==> src/rtl/imsic_msi_tx.sv <==
// MSI initiator: queues (file, eiid) requests and delivers each as a single-beat
// seteipnum_le write into the IMSIC window, retrying a bounded number of times on
// error responses before dropping the request.
module imsic_msi_tx #(
  parameter int unsigned NrIntpFiles = 3,
  parameter int unsigned EiidWidth   = 11,
  parameter int unsigned AddrWidth   = 64,
  parameter int unsigned DataWidth   = 64,
  parameter int unsigned IdWidth     = 4,
  parameter logic [63:0] ImsicBase   = 64'h2400_0000,
  parameter logic [63:0] FileStride  = 64'h1000,
  parameter int unsigned FifoDepth   = 4,
  parameter int unsigned MaxRetries  = 2
) (
  input  logic                           clk_i,
  input  logic                           rst_ni,
  input  logic                           req_valid_i,
  output logic                           req_ready_o,
  input  logic [$clog2(NrIntpFiles)-1:0] req_file_i,
  input  logic [EiidWidth-1:0]           req_eiid_i,
  output logic                           aw_valid_o,
  input  logic                           aw_ready_i,
  output logic [AddrWidth-1:0]           aw_addr_o,
  output logic [IdWidth-1:0]             aw_id_o,
  output logic                           w_valid_o,
  input  logic                           w_ready_i,
  output logic [DataWidth-1:0]           w_data_o,
  output logic [DataWidth/8-1:0]         w_strb_o,
  output logic                           w_last_o,
  input  logic                           b_valid_i,
  output logic                           b_ready_o,
  input  logic [1:0]                     b_resp_i,
  output logic                           invalid_o,
  output logic                           err_o,
  output logic                           busy_o
);

  localparam int unsigned FileW  = $clog2(NrIntpFiles);
  localparam int unsigned PtrW   = $clog2(FifoDepth);
  localparam int unsigned CntW   = PtrW + 1;
  localparam int unsigned RetryW = (MaxRetries > 0) ? $clog2(MaxRetries + 1) : 1;
  localparam int unsigned StrbW  = DataWidth / 8;

  typedef enum logic [1:0] {Idle = 2'd0, Send = 2'd1, WaitB = 2'd2} state_e;

  state_e              state_q, state_d;
  logic [FileW-1:0]    file_mem [FifoDepth];
  logic [EiidWidth-1:0] eiid_mem [FifoDepth];
  logic [PtrW-1:0]     wr_ptr_q, rd_ptr_q;
  logic [CntW-1:0]     cnt_q;
  logic [RetryW-1:0]   retry_q, retry_d;
  logic                aw_done_q, aw_done_d, w_done_q, w_done_d;
  logic                invalid_q, err_q, err_d;
  logic                fifo_full, fifo_empty, req_bad, req_hs, push, pop;
  logic                aw_valid_c, w_valid_c, b_ready_c;
  logic                aw_hs, w_hs, b_hs, b_ok;
  logic [FileW-1:0]    head_file;
  logic [EiidWidth-1:0] head_eiid;
  logic [AddrWidth-1:0] head_addr;

  assign fifo_full  = (cnt_q == CntW'(FifoDepth));
  assign fifo_empty = (cnt_q == '0);
  assign req_bad    = (req_eiid_i == '0) || (32'(req_file_i) >= NrIntpFiles);
  assign req_hs     = req_valid_i && req_ready_o;
  assign push       = req_hs && !req_bad;
  assign head_file  = file_mem[rd_ptr_q];
  assign head_eiid  = eiid_mem[rd_ptr_q];
  assign head_addr  = AddrWidth'(ImsicBase) + AddrWidth'(head_file) * AddrWidth'(FileStride);
  assign aw_hs      = aw_valid_c && aw_ready_i;
  assign w_hs       = w_valid_c && w_ready_i;
  assign b_hs       = b_ready_c && b_valid_i;
  assign b_ok       = (b_resp_i == 2'b00) || (b_resp_i == 2'b01);

  // State register.
  always_ff @(posedge clk_i) begin
    if (!rst_ni) state_q <= Idle;
    else         state_q <= state_d;
  end

  // Next-state: issue head, wait for both handshakes, then resolve the B response.
  always_comb begin
    state_d = state_q;
    case (state_q)
      Idle:    if (!fifo_empty) state_d = Send;
      Send:    if ((aw_done_q || aw_hs) && (w_done_q || w_hs)) state_d = WaitB;
      WaitB:   if (b_hs) state_d = (b_ok || retry_q == RetryW'(MaxRetries)) ? Idle : Send;
      default: state_d = Idle;
    endcase
  end

  // Outputs and datapath controls derived from the current state.
  always_comb begin
    aw_valid_c = 1'b0;
    w_valid_c  = 1'b0;
    b_ready_c  = 1'b0;
    pop        = 1'b0;
    err_d      = 1'b0;
    retry_d    = retry_q;
    case (state_q)
      Send: begin
        aw_valid_c = !aw_done_q;
        w_valid_c  = !w_done_q;
      end
      WaitB: begin
        b_ready_c = 1'b1;
        if (b_hs) begin
          if (b_ok) begin
            pop     = 1'b1;
            retry_d = '0;
          end else if (retry_q == RetryW'(MaxRetries)) begin
            pop     = 1'b1;
            err_d   = 1'b1;
            retry_d = '0;
          end else begin
            retry_d = retry_q + RetryW'(1);
          end
        end
      end
      default: ;
    endcase
    // Done flags only live while SEND persists; leaving SEND re-arms both channels.
    aw_done_d = (state_q == Send && state_d == Send) ? (aw_done_q || aw_hs) : 1'b0;
    w_done_d  = (state_q == Send && state_d == Send) ? (w_done_q || w_hs) : 1'b0;
  end

  // Queue pointers, occupancy, retry counter and pulse registers.
  always_ff @(posedge clk_i) begin
    if (!rst_ni) begin
      wr_ptr_q  <= '0;
      rd_ptr_q  <= '0;
      cnt_q     <= '0;
      retry_q   <= '0;
      aw_done_q <= 1'b0;
      w_done_q  <= 1'b0;
      invalid_q <= 1'b0;
      err_q     <= 1'b0;
    end else begin
      if (push) wr_ptr_q <= wr_ptr_q + PtrW'(1);
      if (pop)  rd_ptr_q <= rd_ptr_q + PtrW'(1);
      cnt_q     <= cnt_q + CntW'(push) - CntW'(pop);
      retry_q   <= retry_d;
      aw_done_q <= aw_done_d;
      w_done_q  <= w_done_d;
      invalid_q <= req_hs && req_bad;
      err_q     <= err_d;
    end
  end

  // Queue storage; contents need no reset since occupancy is tracked separately.
  always_ff @(posedge clk_i) begin
    if (push) begin
      file_mem[wr_ptr_q] <= req_file_i;
      eiid_mem[wr_ptr_q] <= req_eiid_i;
    end
  end

  // Every output is forced low while reset is held.
  assign req_ready_o = rst_ni && !fifo_full;
  assign aw_valid_o  = rst_ni && aw_valid_c;
  assign w_valid_o   = rst_ni && w_valid_c;
  assign b_ready_o   = rst_ni && b_ready_c;
  assign aw_addr_o   = {AddrWidth{rst_ni}} & head_addr;
  assign aw_id_o     = '0;
  assign w_data_o    = {DataWidth{rst_ni}} & DataWidth'(head_eiid);
  assign w_strb_o    = {StrbW{rst_ni}} & StrbW'(8'h0F);
  assign w_last_o    = rst_ni;
  assign invalid_o   = rst_ni && invalid_q;
  assign err_o       = rst_ni && err_q;
  assign busy_o      = rst_ni && (!fifo_empty || state_q != Idle);

endmodule
==> config.mk <==
export PLATFORM = sky130hd
export DESIGN_NAME = imsic_msi_tx
export DESIGN_NICKNAME = d
export VERILOG_FILES = /design/src/rtl/imsic_msi_tx.sv
export SDC_FILE = /design/constraint.sdc
export NUM_CORES = 1
export LEC_CHECK = 0
export CELL_PAD_IN_SITES_DETAIL_PLACEMENT = 1
export CELL_PAD_IN_SITES_GLOBAL_PLACEMENT = 2
export CORE_ASPECT_RATIO = 1.1
export CORE_MARGIN = 2
export CORE_UTILIZATION = 26
export CTS_CLUSTER_DIAMETER = 150
export CTS_CLUSTER_SIZE = 10
export DETAILED_ROUTE_END_ITERATION = 8
export PLACE_DENSITY = 0.81
export SLEW_MARGIN = 20
export SYNTH_ARGS = -nofsm -noshare
export SYNTH_HDL_FRONTEND = slang
export SYNTH_SLANG_ARGS = --single-unit
export TNS_END_PERCENT = 50
==> constraint.sdc <==
create_clock -name clk_i -period 3.1 [get_ports clk_i]
set_input_delay 0.62 -clock clk_i [delete_from_list [all_inputs] [get_ports clk_i]]
set_output_delay 0.62 -clock clk_i [all_outputs]
set_load 0.03 [all_outputs]
==> flow_summary.rst <==
.. list-table::
   :header-rows: 1

   * - Metric
     - Value
   * - Outcome
     - finished, final reports clean
   * - Number of flops mapped to enable cells by yosys
     - 52
   * - Cell depth of the worst min-delay path
     - 2
   * - Synthesis-to-finish area growth
     - 16.6%
   * - PwrDens
     - 583 nW/µm²
   * - Number of detailed-routing iterations run before antenna repair
     - 4
   * - Post-synth design cell area
     - 3790 µm²
   * - Die Area
     - 15600 µm²
   * - Number of nets with antenna violations after detailed routing
     - 0
   * - Average routed wire per standard cell
     - 12.6 µm
   * - Headroom to the max-slew limit
     - 48.9%
   * - Residual overflow from global routing
     - 0
   * - Part of the power in combinational logic
     - 16.7%
   * - Buffers from clock root to sink, at most
     - 2
   * - Clock latency on the worst-skew pair
     - 330 ps
   * - Post-synth top area share
     - 41.2%
   * - TritonCTS clock tree
     - done
   * - Clock slew at reported path FFs
     - 60 ps
   * - Cts bufs inserted
     - 9
   * - Synthesis-stage register bit count
     - 69
   * - Critical path, cell by cell
     - clkdlybuf4s50_1 -> nor4_2 -> buf_4 -> a32oi_1 -> buf_4 -> and2_4 -> inv_1 -> ha_1 -> inv_1 -> ha_1 -> inv_1 -> fa_1 -> xor2_1 -> xnor2_1 -> nor2_1
   * - Maximum number of pins on one net before global-route repair
     - 27
   * - Post-DP Area
     - 4060 µm²
   * - Synth area leader
     - edfxtp_1
   * - Top cell types by occurrence after synthesis
     - buf_4 (128), edfxtp_1 (52), nor2_1 (19)
   * - Fin crit period
     - 2960 ps
   * - Internal cell power
     - 1.84 mW
   * - DR vias/cell
     - 3.56
   * - Total number of placement rows
     - 46
   * - Total count of hold-check failures in the final report
     - 0
   * - Horizontal extent of the die
     - 119 µm
   * - CP Max Fanout
     - 6
   * - Crit path DAT
     - 3160 ps
   * - Half-perimeter wire length of the detailed placement result
     - 5000 µm
   * - Overall power consumption
     - 2.58 mW
   * - Number of DRC violations after detailed-routing iteration 0
     - 57
   * - Synth unique cells
     - 38
   * - Crit path top cell by count
     - inv_1
   * - Peak supply drop
     - 0.000317 V
   * - Minimum setup slack among reg-to-reg paths
     - 750 ps
   * - Leading cell type by number of instances after synthesis
     - buf_4
   * - Nets
     - 395
   * - Y dimension of the die
     - 131 µm
   * - Root buffer cell
     - clkbuf_16
   * - Share of flip-flops with an asynchronous set or reset after synthesis
     - 0%
   * - Buf/Inv on CP
     - 6
   * - GR Util All Layers
     - 8.73%
   * - Share of the core filled with cells in the final layout
     - 30.9%
   * - NetSw
     - 0.738 mW
   * - Place WS
     - -245 ps
   * - Fin Hold WS
     - 497 ps
   * - First-pass GRT wire length
     - 10200 µm
   * - Kind of cell with the highest combined delay on the critical path
     - buffers and inverters
   * - CTS Sinks
     - 69
   * - Sw Ratio
     - 28.6%
   * - Max stage delay cell, worst path
     - clkdlybuf4s50_1
   * - Weighted congestion reported at the end of routability-driven placement
     - 0.698
   * - Vias in the first global route
     - 1936
   * - Layout cell share with drive strength beyond 1
     - 17.7%
   * - Worst-margin pin slew
     - 765 ps
   * - Total via count after detailed routing
     - 2010
   * - Clock H-tree levels
     - 3
   * - Max Cap Viol
     - 0
   * - Final setup violation count
     - 0
   * - Depth of the most critical reg-to-reg path
     - 12
   * - Element type at the critical path start
     - primary input
   * - Clock share of power
     - 43.0%
   * - Delay of the slowest cell on the worst path
     - 450 ps
   * - Class of the tightest hold or removal check
     - flip-flop to flip-flop
   * - Total non-filler cell area in the finished layout
     - 4420 µm²
   * - Routed Wire Length
     - 7110 µm
   * - Main synth FF type
     - edfxtp_1
   * - Number of antenna violations at the first check in global routing
     - 1
   * - Initial Utilization
     - 26.5%
   * - Worst Setup End Kind
     - flip-flop
   * - Sequential fraction of design power
     - 40.3%
   * - Leak
     - 1.83 nW
   * - Worst reg2reg path startpoint
     - cnt_q[1]
   * - Share of synthesized area occupied by flip-flops and latches
     - 50.2%
   * - Num ports
     - 169
   * - Worst Hold Launch
     - retry_q[1]
   * - Hold_buf cts
     - 0
   * - Yosys warning count
     - 0
   * - Syn Inst Count
     - 307
   * - Highest attainable clock frequency
     - 0.337 GHz
   * - DRC
     - 0
   * - Hold worst-path end
     - retry_q[1]
   * - Critical R2R Capture
     - cnt_q[2]
   * - Worst Skew
     - 4.90 ps
   * - Area of the placeable core
     - 14300 µm²
   * - Part of the cycle the worst path needs
     - 95.6%
   * - Crit Path Category
     - primary input to flip-flop
   * - Max-slew violation count
     - 0
   * - Total of buffers placed on input and output ports
     - 46
   * - Syn avg cell area
     - 12.3 µm²
   * - Required time reported for the critical path endpoint
     - 3300 ps
   * - PnR worst setup slack
     - 137 ps
   * - Synth area leaders
     - edfxtp_1 (41%), buf_4 (25%), dfxtp_1 (9.0%)
## power by group through the flow
| stage | Combinational [mW] | Sequential [mW] | Clock, mW |
|---|---|---|---|
| 3_5_place_dp | 0.425 | 1.06 | 0 |
| 3_3_place_gp | 0.417 | 1.06 | 0 |
| 4_1_cts | 0.427 | 1.04 | 1.14 |
| 5_1_grt | 0.461 | 1.04 | 1.17 |
| 2_1_floorplan | 0.439 | 1.05 | 0 |
| 6_report | 0.430 | 1.04 | 1.11 |
## routing by layer
metal / part of all wire (%) / vias up / track usage, %
li1: - / 924 / -
met1: 36 / 975 / 9.35
met2: 54 / 104 / 16.1
met3: 8.5 / 7 / 2.95
met4: 0.89 / 0 / 3.22
met5: 0 / - / 0
## cell usage in the layout (no fill, tap or decap), types with 9 or more instances in the layout
master	n
buf_4	32
nor2_1	19
clkdlybuf4s50_1	23
conb_1	121
inv_1	9
and2_1	16
edfxtp_1	52
clkbuf_16	9
mux4_2	10
dfxtp_1	17
## how the worst max path moves through the flow
| stage | start | end | cells after the start |
|---|---|---|---|
| global placement | req_eiid_i[2] | cnt_q[2] | 14 |
| finish | req_eiid_i[3] | cnt_q[2] | 15 |
| CTS | req_eiid_i[2] | cnt_q[2] | 14 |
| global route | req_eiid_i[3] | cnt_q[2] | 15 |
| detailed placement | req_eiid_i[2] | cnt_q[2] | 14 |
| floorplan | req_eiid_i[7] | cnt_q[2] | 12 |
## state kept, by name (all words and copies together) (netlist names), named ones only
name / cells
w_done_q: 1
retry_q: 2
err_q: 1
aw_done_q: 1
eiid_mem: 44
rd_ptr_q: 2
wr_ptr_q: 2
state_q: 2
invalid_q: 1
cnt_q: 3
file_mem: 8
## cells by family after synthesis
kind of cell | after synthesis | synth area share (%)
multiplexers | 13 | 8.02
AO/OA/AOI/OAI | 14 | 2.90
adder cells (fa/ha/maj) | 7 | 2.51
XOR/XNOR | 4 | 0.924
AND/OR/NAND/NOR | 57 | 8.42
buffers and inverters | 142 | 27.0
flip-flops | 69 | 50.2
other | 1 | 0.0989
## worst register-to-register path, stage by stage, from the launching register on
cell,delay [ps]
dfxtp_1,400
nor2_1,110
a21oi_1,230
and2_4,180
inv_1,40
ha_1,280
inv_1,60
ha_1,130
inv_1,50
fa_1,370
xor2_1,160
xnor2_1,170
nor2_1,60
## cell type report
class	count	area [µm²]
fillers	1590	9910
flip-flops and latches	69	1900
multi-input cells	216	1330
repair buffers	62	588
well taps	192	240
clock buffers	9	225
clock inverters	7	97.6
inverters	9	33.8
diodes	1	2.50
## timing repair
| action | 4_1_cts | 5_1_grt |
|---|---|---|
| endpoints found under the setup margin | 0 | 1 |
| gates resized for setup | 0 | 5 |
| endpoints found under the hold margin | 0 | 0 |
| setup buffers | 0 | 2 |
## per-stage QoR
step / std cells / TNS (ps)
3_3_place_gp: 546 / -159
3_5_place_dp: 546 / -274
4_1_cts: 562 / 0
5_1_grt: 564 / -29.4
6_report: 565 / 0
2_1_floorplan: 427 / 0
Note: power is estimated with default switching activity, not from simulation.
